==> config.mk <==
export PLATFORM = sky130hd
export DESIGN_NAME = hazard_scoreboard
export DESIGN_NICKNAME = d
export VERILOG_FILES = /design/src/rtl/hazard_scoreboard.sv
export SDC_FILE = /design/constraint.sdc
export NUM_CORES = 1
export LEC_CHECK = 0
export ABC_AREA = 1
export ABC_CLOCK_PERIOD_IN_PS = 4500
export CAP_MARGIN = 20
export CORE_MARGIN = 3
export CORE_UTILIZATION = 50
export CTS_BUF_LIST = sky130_fd_sc_hd__clkbuf_4 sky130_fd_sc_hd__clkbuf_8 sky130_fd_sc_hd__clkbuf_16
export DETAILED_ROUTE_END_ITERATION = 10
export PLACE_DENSITY = 0.74
export SYNTH_ARGS = -nofsm -noshare
export SYNTH_HDL_FRONTEND = slang
export SYNTH_SLANG_ARGS = --single-unit
export TNS_END_PERCENT = 100
==> constraint.sdc <==
create_clock -name clk -period 4.5 [get_ports clk]
set_input_delay 0.9 -clock clk [delete_from_list [all_inputs] [get_ports clk]]
set_output_delay 0.9 -clock clk [all_outputs]
set_load 0.02 [all_outputs]
==> src/rtl/hazard_scoreboard.sv <==
// -----------------------------------------------------------------------------
// hazard_scoreboard
//
// Per-register countdown scoreboard at the ID->EX boundary. Every architectural
// register except x0 has a countdown holding the number of cycles until its
// pending result becomes forwardable. An instruction in ID is held (PC and
// IF/ID frozen, bubble injected into ID/EX) while any source it actually reads
// is still more than one cycle away, or while an older, slower write to the
// same destination is still outstanding (WAW).
//
// Ports:
//   clk, rst        clock, synchronous active-high reset (clears all tracking)
//   issue_valid     instruction present in ID
//   issue_rs        NUM_SRC packed source indices, src0 in the LSBs
//   issue_rs_used   per-source "operand actually read"
//   issue_we        instruction writes rd
//   issue_rd        destination index
//   issue_lat       cycles from issue until result is forwardable (0 acts as 1)
//   flush           kill the instruction in ID this cycle
//   freeze          whole pipeline frozen
//   stall           hazard stall for the instruction in ID
//   load_pc         PC register load enable
//   if_id_load      IF/ID register load enable
//   id_ex_bubble    select nop control word into ID/EX
//   issue_fire      instruction leaves ID this cycle
//   rs_ready        per-source operand-available flag
//   stall_cycles    (HAZARD_SB_PERF_EN only) saturating count of stalled cycles
//   waw_stalls      (HAZARD_SB_PERF_EN only) saturating count of WAW stalls
//
// Optional feature: define HAZARD_SB_PERF_EN to add the two performance
// counters. Without it those ports do not exist.
// -----------------------------------------------------------------------------
module hazard_scoreboard #(
    parameter int NUM_SRC   = 2,
    parameter int REG_IDX_W = 5,
    parameter int CNT_W     = 3
) (
    input  logic                         clk,
    input  logic                         rst,
    input  logic                         issue_valid,
    input  logic [NUM_SRC*REG_IDX_W-1:0] issue_rs,
    input  logic [NUM_SRC-1:0]           issue_rs_used,
    input  logic                         issue_we,
    input  logic [REG_IDX_W-1:0]         issue_rd,
    input  logic [CNT_W-1:0]             issue_lat,
    input  logic                         flush,
    input  logic                         freeze,
    output logic                         stall,
    output logic                         load_pc,
    output logic                         if_id_load,
    output logic                         id_ex_bubble,
    output logic                         issue_fire,
    output logic [NUM_SRC-1:0]           rs_ready
`ifdef HAZARD_SB_PERF_EN
    ,
    output logic [31:0]                  stall_cycles,
    output logic [31:0]                  waw_stalls
`endif
);

    localparam int NUM_REGS = 2 ** REG_IDX_W;

    // x0 has no entry; lookups of index 0 return zero.
    logic [CNT_W-1:0]     cnt [1:NUM_REGS-1];

    logic [CNT_W-1:0]     eff_lat;
    logic [CNT_W-1:0]     rd_cnt;
    logic [REG_IDX_W-1:0] src_idx;
    logic [CNT_W-1:0]     src_cnt;
    logic                 waw;
    logic                 record;

    function automatic logic [CNT_W-1:0] sat_dec(input logic [CNT_W-1:0] v);
        return (v == '0) ? '0 : v - CNT_W'(1);
    endfunction

    // ---- ID-stage hazard evaluation (combinational) ----
    always_comb begin
        eff_lat  = (issue_lat == '0) ? CNT_W'(1) : issue_lat;
        rd_cnt   = (issue_rd == '0) ? '0 : cnt[issue_rd];
        // A younger write may not finish before an older one to the same rd.
        waw      = issue_we && (issue_rd != '0) && (rd_cnt > eff_lat);
        rs_ready = '0;
        src_idx  = '0;
        src_cnt  = '0;
        for (int i = 0; i < NUM_SRC; i++) begin
            src_idx     = issue_rs[i*REG_IDX_W +: REG_IDX_W];
            src_cnt     = (src_idx == '0) ? '0 : cnt[src_idx];
            // A count of 1 means the result is forwardable as the consumer enters EX.
            rs_ready[i] = !issue_rs_used[i] || (src_cnt <= CNT_W'(1));
        end
    end

    assign stall        = issue_valid && !flush && (!(&rs_ready) || waw);
    assign load_pc      = !stall && !freeze;
    assign if_id_load   = !stall && !freeze;
    assign id_ex_bubble = stall && !freeze;
    assign issue_fire   = issue_valid && !stall && !freeze && !flush;
    assign record       = issue_fire && issue_we && (issue_rd != '0);

    // ---- scoreboard update at the ID->EX edge ----
    always_ff @(posedge clk) begin
        if (rst) begin
            for (int r = 1; r < NUM_REGS; r++) begin
                cnt[r] <= '0;
            end
        end else if (!freeze) begin
            for (int r = 1; r < NUM_REGS; r++) begin
                // The issuing write replaces this cycle's decrement of its entry.
                if (record && (issue_rd == REG_IDX_W'(r))) begin
                    cnt[r] <= eff_lat;
                end else begin
                    cnt[r] <= sat_dec(cnt[r]);
                end
            end
        end
    end

`ifdef HAZARD_SB_PERF_EN
    function automatic logic [31:0] sat_inc(input logic [31:0] v);
        return (v == 32'hFFFF_FFFF) ? v : v + 32'd1;
    endfunction

    always_ff @(posedge clk) begin
        if (rst) begin
            stall_cycles <= '0;
            waw_stalls   <= '0;
        end else if (!freeze) begin
            if (stall) begin
                stall_cycles <= sat_inc(stall_cycles);
            end
            if (stall && waw) begin
                waw_stalls <= sat_inc(waw_stalls);
            end
        end
    end
`endif

endmodule

* After elaboration in Yosys (flattened, before gate mapping)
Memories as Yosys holds them, arrays and structs flattened.
Index checks and enable logic that the tools add are counted.
** Operators by class
- Add/sub/neg operators :: 31
- Multiply operators :: 0
- Div/mod/pow operators :: 0
- $lt $le $gt $ge :: 3
- Eq/ne operators :: 31
- Shift operators :: 0
- Muxes and demuxes :: 347
- Bitwise gates (word level) :: 62
- Reduce and logical (&&, ||, !) cells :: 88
** Operator list (count)
- 2-to-1 mux 3 bit :: 97
- 2-to-1 mux 1 bit :: 250
- logical NOT 3 bit :: 32
- subtractor 3 x 1 -> 3 bit, second input constant :: 31
- equality test 5 bit, second input constant :: 16
- OR 1 bit :: 62
- logical AND 1 bit :: 42
- equality test 5 x 4 -> 1 bit, second input constant :: 8
- equality test 5 x 3 -> 1 bit, second input constant :: 4
- logical NOT 5 bit :: 3
- equality test 5 x 2 -> 1 bit, second input constant :: 2
- less-or-equal comparator 3 x 1 -> 1 bit, second input constant :: 2
- logical NOT 1 bit :: 6
- equality test 5 x 1 -> 1 bit, second input constant :: 1
- nonzero test 5 bit :: 1
- greater-than comparator 3 bit :: 1
- logical OR 1 bit :: 3
- AND reduction 2 bit :: 1
** Storage, ports and cells
- Register bits :: 0
- Bits in latches :: 0
- Bits in writable memories :: 93
- ROM bits :: 0
- Bits of input ports :: 26
- Output and inout bits :: 7
- Memories :: 1
** Memory list
- cnt :: words 31, width 3, read ports 34, clocked after Yosys merged registers in 0, wr ports 31, RTL line 64 : logic [CNT_W-1:0] cnt [1:NUM_REGS-1];

* Longest topological paths before layout
- Depth in word-level cells :: 21
- Depth in mapped cells :: 21

* Worst setup path before layout
Ideal clock, no wire load.
- Path kind :: input port to output port
- Start point :: input port issue_rd[1]
- End point :: output port load_pc
- Data arrival time :: 3.607 ns
- Setup slack :: -0.007 ns
- Stages :: 19
- Path buffers :: 3
- Path through :: inv_1 > nor2_1 > inv_1 > clkbuf_1 > buf_1 > o22ai_1 > o21ai_0 > nand4_1 > nand2_1 > o21ai_0 > ha_1 > a21oi_1 > o21ai_0 > nand3_1 > nand2_1 > nor2_2 > nor2_1 > nor2_1 > buf_4
** On the way
- Cells in the longest elaborated chain, start to end :: 8
- Elaborated cells between the ends (all ways) :: 11
- Those cells by class :: order compare: 1; mux: 1; reduce/logical: 8; memory: 1
** RTL lines
- start, declared :: RTL line 44 : input logic [REG_IDX_W-1:0] issue_rd,
- memory read (31 x 3 bit) or logical NOT 5 bit (tied branches)
- 2-to-1 mux 3 bit :: RTL line 80 : rd_cnt = (issue_rd == '0) ? '0 : cnt[issue_rd];
- greater-than comparator 3 bit :: RTL line 82 : waw = issue_we && (issue_rd != '0) && (rd_cnt > eff_lat);
- logical AND 1 bit * :: RTL line 82
- logical OR 1 bit * :: RTL line 94 : assign stall = issue_valid && !flush && (!(&rs_ready) || waw);
- logical AND 1 bit * :: RTL line 94
- named net stall :: RTL line 48 : output logic stall,
- logical NOT 1 bit *
- logical AND 1 bit *
- end, declared :: RTL line 49 : output logic load_pc,
The timed path passes the listed nets; every way through them passes the cells marked *.

* Worst setup path after layout
- Start point :: input port issue_rd[1]
- End point :: output port if_id_load
** On the way
- Cells in the longest elaborated chain, start to end :: 8
- Elaborated cells between the ends (all ways) :: 11
- Those cells by class :: order compare: 1; mux: 1; reduce/logical: 8; memory: 1
** RTL lines
- memory read (31 x 3 bit) or logical NOT 5 bit (tied branches)
- 2-to-1 mux 3 bit :: RTL line 80
- greater-than comparator 3 bit :: RTL line 82
- logical AND 1 bit * :: RTL line 82
- logical OR 1 bit * :: RTL line 94
- logical AND 1 bit * :: RTL line 94
- logical NOT 1 bit * :: RTL line 96 : assign if_id_load = !stall && !freeze;
- logical AND 1 bit * :: RTL line 96
- end, declared :: RTL line 50 : output logic if_id_load,
Mark *: on every way between the ends. The rest lies on a longest branch, timed or not.

==> impl_metrics.py <==
metrics = {
    "placement": {
        "io_buffer_count": 32,
        "gp_congestion": 1.000,
        "post-place-ws_ps": -768.8,
        "hpwl_mm": 17.96,
    },
    "logic_synthesis": {
        "yosys_register_bits": 93,
        "yosysWarnings": 0,
        "syn_inst": 1152,
        "synth_top_area_share_pct": 33.43,
        "synthesis.area_um2": 8353,
        "async_reset_ff_share_pct": 0,
        "netlist_top_cells_area": "edfxtp_1, nand3_1, ha_1",
        "ys.flop_type": "edfxtp_1",
        "ys_types": 34,
        "syn_nets": 1243,
        "synth.avg_cell_area_um2": 7.251,
        "synth_most_common_cell": "nand3_1",
        "synth-seq-area-share_pct": 33.43,
        "synth_edf_count": 93,
        "yosysTopAreaCell": "edfxtp_1",
        "yosys-top-cells-count": "nand3_1, inv_1, nand2_1, edfxtp_1, nor2_1",
    },
    "grt": {
        "gr-max-usage-layer": "met2",
        "grt_pass1_vias": 7804,
        "met1_usage_pct": 36.78,
        "grt_max_degree": 187,
        "grt_first_pass_wirelength_mm": 40.82,
        "grt_usage_pct": 28.38,
        "gr-total-overflow": 0,
        "grt_util_met2_pct": 45.46,
        "grt_use_met3_pct": 5.721,
        "grt_antenna_before_repair": 0,
    },
    "die": {
        "start_util_pct": 51.83,
        "fp.dieW_um": 135.3,
        "core_area_um2": 16120,
        "io_pins": 33,
        "die-area_um2": 18290,
        "die_h_um": 135.3,
        "rows": 46,
    },
    "pwr": {
        "p_leak_nw": 4.178,
        "report.power.total_mw": 2.382,
        "ir_drop_v": 0.0002144,
        "cellPowerDensity_nw_per_um2": 252.2,
    },
    "timing": {
        "layout_setup_ws_ps": 247.9,
        "hold_slack_ps": 688.7,
        "tightestPinTransition_ps": 887.1,
        "relSlewSlack_pct": 40.86,
        "drv_slew": 0,
        "finalSetupViolCount": 0,
        "skew_ps": 7.805,
        "hold_viol": 0,
        "setup_tns_ps": 0,
        "rsz0062_at_grt": "no",
        "finalCriticalPeriod_ps": 4252,
        "finalCritPeriodShare_pct": 94.49,
        "fmax_ghz": 0.2352,
    },
    "layout": {
        "n_antenna_cell": 0,
        "area_growth_pct": 13.08,
        "post-route-util_pct": 58.61,
        "drive_gt1_share_pct": 13.27,
        "largest_reg_flops": 93,
        "regMostFlops": "cnt",
        "largestRegisters": "cnt: 93 flops",
        "fin_nets": 1284,
    },
    "clock_tree": {
        "htree_levels": 3,
        "cts_tree": "done",
        "cts.sinks": 93,
        "root_buffer": "clkbuf_16",
        "clkTransAtPathRegs_ps": 60,
        "numCtsBuffers": 9,
        "worstSkewPairLatency_ps": 360,
        "clk_path_buf_depth": 2,
    },
    "setup_path": {
        "critPathRequiredTime_ps": 3600,
        "critPathCaptureType": "primary output",
        "cp_data_arrival_time_ps": 3350,
        "cp_max_fo": 5,
        "critPathKind": "primary input to primary output",
        "crit_path_start_kind": "primary input",
    },
    "route": {
        "wl_per_cell_um": 18.09,
        "first_iter_violations": 745,
        "via_per_inst": 5.761,
        "vias": 8146,
        "route.detailed.drc": 0,
        "routed_wl_mm": 25.59,
        "drtPass1Iterations": 8,
        "ant_nets": 0,
    },
    "flow_run": {
        "drv_cap": 0,
    },
    "outcome": {
        "outcome": "completed",
    },
    "min_path": {
        "hold_path_class": "register to register",
    },
}
[through the flow]
step / area [µm²] / instances
2_1_floorplan: 8356 / 1152
3_3_place_gp: 9148 / 1396
3_5_place_dp: 9148 / 1396
4_1_cts: 9438 / 1414
5_1_grt: 9445 / 1414
6_report: 9445 / 1414
[worst paths after layout]
kind	startpoint	end	slack [ps]	cells past startpoint
setup / recovery	issue_rd[1]	if_id_load	250	19
setup reg to reg	cnt[7][2]	cnt[31][2]	880	16
hold reg to reg	cnt[18][0]	cnt[18][0]	690	3
hold / removal	cnt[18][0]	cnt[18][0]	690	3
[critical path, cell delays in order]
cell	delay, ps
clkbuf_2	150
buf_4	140
nor2_4	40
inv_1	100
buf_4	140
o22ai_1	70
o21ai_0	160
o21ai_0	100
a221oi_1	280
o21ai_1	110
ha_1	300
nand2_1	50
o21ai_0	130
nand3_1	160
nand2_1	120
nor2_2	50
nor2_2	120
nor2_2	50
buf_4	160
[kinds of logic (layout without fill, tap and decap cells)]
group	after synthesis	count (layout)	synth area share [%]
adders and majority gates	65	65	9.736
DFF	93	93	33.43
and+or+nand+nor	611	611	35.52
buffers and inverters	242	288	11.70
AOI/OAI and AO/OA	141	141	9.617
[timing repair]
item                       in CTS  in global routing
pin swaps                       1                  1
setup endpoints to repair       6                  5
gates resized for setup        31                 12
hold buffers                    0                  0
setup buffers                   2                  0
[power breakdown]
part           switching (mW)  internal (mW)
Clock                   0.341          0.431
Combinational           0.363          0.182
Sequential             0.0496           1.02
Total                   0.753           1.63
[final cells by class]
class	instances	area, µm²
Sequential cell	93	2793
Clock inverter	6	53.80
Multi-Input combinational cell	817	4621
Inverter	179	671.9
Timing Repair Buffer	93	803.3
Fill cell	1534	6670
Tap cell	216	270.3
Clock buffer	10	232.7
[cell usage in the layout, fill, tap and decap left out, types with 2 or more instances in the layout]
cell type | synthesis | layout
inv_1 | 173 | 171
o21ai_0 | 74 | 69
a21oi_1 | 11 | 11
clkbuf_16 | 0 | 9
clkdlybuf4s50_1 | 0 | 23
nor3_1 | 31 | 31
nand2_1 | 171 | 170
o221ai_1 | 4 | 4
buf_4 | 3 | 59
buf_12 | 0 | 4
clkbuf_2 | 0 | 2
nor2_2 | 32 | 35
edfxtp_1 | 93 | 93
nor2_4 | 0 | 2
nand3_2 | 31 | 31
a22oi_1 | 2 | 2
o21ai_1 | 3 | 8
clkinv_1 | 3 | 7
buf_2 | 10 | 3
ha_1 | 65 | 65
inv_2 | 3 | 4
nand3_1 | 262 | 262
o22ai_1 | 37 | 37
a221oi_1 | 4 | 3
nand4_1 | 2 | 2
dlymetal6s2s_1 | 0 | 2
nor2_1 | 78 | 73
[layer usage]
layer	routed length, µm	vias to the layer above
li1	-	3949
met3	1949	93
met5	0	-
met4	1206	0
met1	10710	3744
met2	11720	360
Note: power is estimated with default switching activity, not from simulation.
